<file path="src/rtl/daq_arb.sv">
// daq_arb: round-robin arbiter that hands a shared 32-bit output stream to one
// DAQ source at a time, for one packet per grant.
//
// Parameters
//   NDAQ            number of requesting sources (1..16)
//   TIMEOUT_CYCLES  silent ACTIVE cycles tolerated before a packet is aborted
//
// Ports
//   clk, rst        clock (rising edge) and asynchronous active-high reset
//   daq_req         per-source packet request (level)
//   daq_grant       one-cycle grant pulse, asserted in the IDLE cycle that picks
//   daq_data_in     packed source words, source i at [32*i+31:32*i]
//   daq_valid       per-source word strobe
//   daq_end         per-source end-of-packet strobe
//   out_data        last forwarded word of the owner
//   out_valid       out_data carries a word this cycle
//   out_end         owner packet ended this cycle
//   out_abort       owner packet abandoned by the watchdog (pulse)
//   out_owner       index of current or last owner
//   busy            high while a packet is granted
//   timeout_cnt     saturating count of aborted packets
//
// Build option: define DAQ_ARB_TIMEOUT_EN to include the silence watchdog.
// Without it out_abort and timeout_cnt are tied to zero.
module daq_arb #(
  parameter int unsigned NDAQ           = 4,
  parameter int unsigned TIMEOUT_CYCLES = 1024
) (
  input  logic                                   clk,
  input  logic                                   rst,
  input  logic [NDAQ-1:0]                        daq_req,
  output logic [NDAQ-1:0]                        daq_grant,
  input  logic [32*NDAQ-1:0]                     daq_data_in,
  input  logic [NDAQ-1:0]                        daq_valid,
  input  logic [NDAQ-1:0]                        daq_end,
  output logic [31:0]                            out_data,
  output logic                                   out_valid,
  output logic                                   out_end,
  output logic                                   out_abort,
  output logic [((NDAQ > 1) ? $clog2(NDAQ) : 1)-1:0] out_owner,
  output logic                                   busy,
  output logic [15:0]                            timeout_cnt
);

  localparam int unsigned OW = (NDAQ > 1) ? $clog2(NDAQ) : 1;

  typedef enum logic {StIdle, StActive} state_e;

  state_e        state_q, state_d;
  logic [OW-1:0] owner_q, last_q, pick;
  logic          found;
  logic          own_valid, own_end, expire;
  logic [31:0]   own_data;
  logic [31:0]   data_q;
  logic          valid_q, end_q;
  int unsigned   idx;

  // Rotating search starting just above the previous owner.
  always_comb begin
    pick  = '0;
    found = 1'b0;
    idx   = 0;
    for (int unsigned k = 1; k <= NDAQ; k++) begin
      idx = (32'(last_q) + k) % NDAQ;
      if (!found && daq_req[idx]) begin
        found = 1'b1;
        pick  = OW'(idx);
      end
    end
  end

  assign own_valid = daq_valid[owner_q];
  assign own_end   = daq_end[owner_q];
  assign own_data  = daq_data_in[32*int'(owner_q) +: 32];

  assign daq_grant = (state_q == StIdle && found) ? (NDAQ'(1) << pick) : '0;

  always_comb begin
    state_d = state_q;
    unique case (state_q)
      StIdle:   if (found) state_d = StActive;
      StActive: if (own_end || expire) state_d = StIdle;
      default:  state_d = StIdle;
    endcase
  end

  always_ff @(posedge clk or posedge rst) begin
    if (rst) begin
      state_q <= StIdle;
      owner_q <= '0;
      last_q  <= OW'(NDAQ - 1);
      data_q  <= '0;
      valid_q <= 1'b0;
      end_q   <= 1'b0;
    end else begin
      state_q <= state_d;
      if (state_q == StIdle && found) owner_q <= pick;
      if (state_q == StActive && (own_end || expire)) last_q <= owner_q;
      valid_q <= (state_q == StActive) && own_valid;
      end_q   <= (state_q == StActive) && own_end;
      if (state_q == StActive && own_valid) data_q <= own_data;
    end
  end

`ifdef DAQ_ARB_TIMEOUT_EN
  localparam int unsigned WW = (TIMEOUT_CYCLES > 1) ? $clog2(TIMEOUT_CYCLES + 1) : 1;

  logic [WW-1:0] wd_q;
  logic          abort_q;
  logic [15:0]   tcnt_q;

  // Expiry only on a silent cycle, so an end on the final cycle always wins.
  assign expire = (state_q == StActive) && !own_valid && !own_end &&
                  (wd_q == WW'(TIMEOUT_CYCLES - 1));

  always_ff @(posedge clk or posedge rst) begin
    if (rst) begin
      wd_q    <= '0;
      abort_q <= 1'b0;
      tcnt_q  <= '0;
    end else begin
      if (state_q != StActive || own_valid || own_end || expire) wd_q <= '0;
      else wd_q <= wd_q + 1'b1;
      abort_q <= expire;
      if (expire && tcnt_q != 16'hffff) tcnt_q <= tcnt_q + 16'd1;
    end
  end

  assign out_abort   = abort_q;
  assign timeout_cnt = tcnt_q;
`else
  assign expire      = 1'b0;
  assign out_abort   = 1'b0;
  assign timeout_cnt = 16'h0000;
`endif

  assign out_data  = data_q;
  assign out_valid = valid_q;
  assign out_end   = end_q;
  assign out_owner = owner_q;
  assign busy      = (state_q == StActive);

endmodule

</file>
<file path="config.mk">
export PLATFORM = sky130hd
export DESIGN_NAME = daq_arb
export DESIGN_NICKNAME = d
export VERILOG_FILES = /design/src/rtl/daq_arb.sv
export SDC_FILE = /design/constraint.sdc
export NUM_CORES = 1
export LEC_CHECK = 0
export ABC_CLOCK_PERIOD_IN_PS = 3300
export BUFFER_PORTS_ARGS = -buffer_cell sky130_fd_sc_hd__buf_2
export CELL_PAD_IN_SITES_DETAIL_PLACEMENT = 0
export CELL_PAD_IN_SITES_GLOBAL_PLACEMENT = 1
export CORE_MARGIN = 2
export CORE_UTILIZATION = 33
export DETAILED_ROUTE_END_ITERATION = 12
export PLACE_DENSITY = 0.95
export SLEW_MARGIN = 25
export SYNTH_ARGS = -nofsm -noshare
export SYNTH_HDL_FRONTEND = slang
export SYNTH_SLANG_ARGS = --single-unit
</file>
<file path="constraint.sdc">
create_clock -name clk -period 3.3 [get_ports clk]
set_clock_uncertainty 0.05 [all_clocks]
set_input_delay 0.66 -clock clk [delete_from_list [all_inputs] [get_ports clk]]
set_output_delay 0.66 -clock clk [all_outputs]
set_load 0.01 [all_outputs]
</file>
==> flow_summary.yaml <==
outcome:
  status: "completed"
critical_path:
  path_max_fanout: 8
  cp_data_required_time_ps: 2590
  cp.arrival_ps: 1830
  cp-start-kind: "flop"
  endpoint_kind: "primary output"
  criticalPathCategory: "reg -> out"
detailed_routing:
  met2WireLength_um: 3870
  highest_layer: "met4"
  drcViolationCount: 0
  drt-total-wl_um: 7340
  drtAntennaViolNets: 0
  drt_first_pass_iters: 4
  vias: 2219
  wire_per_inst_um: 16.1
  first_iter_violations: 27
  met1_length_um: 2690
  wl_met3_um: 696
  viasPerCell: 4.87
place:
  place_area_um2: 3570
  port-buffer-count: 182
  gp_congestion: 0.837
  hpwl_um: 5630
pwr:
  leakagePower_uw: 0.00193
  power_per_cell_area_nw_per_um2: 892
  ir_drop_mv: 0.837
timing:
  holdWs_ps: 457
  setup_viol: 0
  hold_viol_final: 0
  fmax_mhz: 393
  min_period_over_period: 0.771
  setup_tns_ps: 0
  maxSlewViolCount: 0
  tightest_slew_ps: 833
  slew_headroom: 0.444
  rsz0062_at_grt: "no"
  min_period_ps: 2540
final_layout:
  final_common_cell: "buf_2"
  stdcell_area_um2: 3690
  drive_above_1_share: 0.737
  final_cell_mix: "buf_2 (182), dfrtp_1 (35), mux4_2 (30), mux2_4 (29), conb_1 (17)"
  syn2layout_area_growth_pct: 37.1
  insertedDiodeCount: 0
  fillers: 751
  multi_input_area_um2: 1510
  regArea_um2: 981
  nNetsFinal: 495
floorplan:
  num_rows: 32
  dieHeight_um: 94.3
  start_util: 0.344
  die_width_um: 94.3
  die_area_um2: 8890
  pin_count: 200
  core_area_um2: 7810
clocking:
  cts.sinks: 39
  postCtsSetupBuffers: 0
  htree_levels: 2
  clk_latency_ps: 280
  cts_tree: "done"
  cts_buffer_depth: 2
  clk_root_buffer_cell: "clkbuf_8"
  hold_buffers: 0
  cts_resized: 0
  cts.clk_slew.worst_paths_ps: 70
  numCtsBuffers: 5
logic_synthesis:
  yosys_register_bits: 39
  ys_warn_count: 0
  avgSynthCellArea_um2: 15.4
  syn-cell-area_um2: 2690
  syn_inst: 175
  synthDistinctLibCells: 31
  yosysSeqAreaShare: 0.364
flow_run:
  cap_violations: 0
grt:
  grtUsageTotal: 0.160
  grt_pass1_wl_um: 11000
  antenna_found_initial: 1
  grt_pass1_vias: 2318
  overflow: 0
  grt_max_degree: 40
hold_path:
  hp-class: "reg -> reg"
## state kept, by name, summed over array words and instances, names as in the netlist
name,flops
last_q,2
out_valid,1
out_end,1
busy,1
out_data,32
out_owner,2
## worst max-delay path, stage by stage (launching register included)
cell	delay (ps)
dfstp_2	610
a21oi_1	90
a31oi_1	160
a21oi_1	150
a2111oi_0	360
buf_2	190
## Yosys cell counts, drive strengths merged
master | instances | area share
a2111oi | 1 | 0.0033
a21o | 1 | 0.0028
a21oi | 4 | 0.0074
a31oi | 1 | 0.0023
buf | 26 | 0.083
clkbuf | 3 | 0.0042
conb | 1 | 0.0014
dfrtp | 37 | 0.34
dfstp | 2 | 0.020
inv | 6 | 0.0084
mux2 | 33 | 0.18
mux2i | 4 | 0.015
mux4 | 33 | 0.28
nand2 | 6 | 0.011
nand2b | 2 | 0.0047
nand3 | 1 | 0.0019
nor2 | 3 | 0.0042
nor2b | 1 | 0.0023
nor4 | 1 | 0.0023
o211a | 1 | 0.0037
o21a | 1 | 0.0028
o21ai | 3 | 0.0056
o22a | 1 | 0.0033
o22ai | 2 | 0.0047
or3 | 1 | 0.0023
## stage by stage
step	utilization	std cells	power [µW]	worst slack, ps
6_report	0.472	456	3290	756
3_3_place_gp	0.457	448	2860	877
3_5_place_dp	0.457	448	2910	783
4_1_cts	0.472	456	3340	741
5_1_grt	0.472	456	3510	557
2_1_floorplan	-	191	2470	909
## cells by family (layout without fill, tap and decap cells)
group / Yosys count / count (layout) / share of synthesized area
AO/OA/AOI/OAI: 15 / 15 / 0.0358
AND/OR/NAND/NOR: 15 / 15 / 0.0289
other: 1 / 17 / 0.00139
flip-flops: 39 / 39 / 0.364
multiplexers: 70 / 70 / 0.474
buffers and inverters: 35 / 198 / 0.0959
## path summary, 6_finish.rpt
kind | startpoint | end | slack [ps] | depth (start not counted)
setup / recovery | last_q[1]$_DFFE_PP1P_ | daq_grant[1] | 760 | 5
hold / removal | out_data[0]$_DFFE_PP0P_ | out_data[0]$_DFFE_PP0P_ | 460 | 1
setup reg to reg | out_owner[0]$_DFFE_PP0P_ | out_data[29]$_DFFE_PP0P_ | 1270 | 3
hold reg to reg | out_data[0]$_DFFE_PP0P_ | out_data[0]$_DFFE_PP0P_ | 460 | 1
max in group asynchronous | rst | out_owner[1]$_DFFE_PP0P_ | 2130 | 2
min in group asynchronous | rst | out_data[27]$_DFFE_PP0P_ | 490 | 2
## metal layers
metal	vias to the layer above	GRT usage
li1	1001	-
met1	1092	0.174
met2	120	0.305
met3	6	0.0433
met4	0	0.0411
met5	-	0
## area by class of cell
type | count | area share
Sequential cell | 39 | 0.266
Clock buffer | 6 | 0.0224
Tap cell | 102 | 0.0346
Multi-Input combinational cell | 117 | 0.410
Inverter | 6 | 0.00611
Timing Repair Buffer | 184 | 0.251
Clock inverter | 2 | 0.00950
## power breakdown
group	internal (µW)	leakage, µW	switching [µW]
registers	747	0.000452	157
clock network	245	0.0000612	167
logic	1140	0.00141	832
Power figures use the tool's default switching activity.
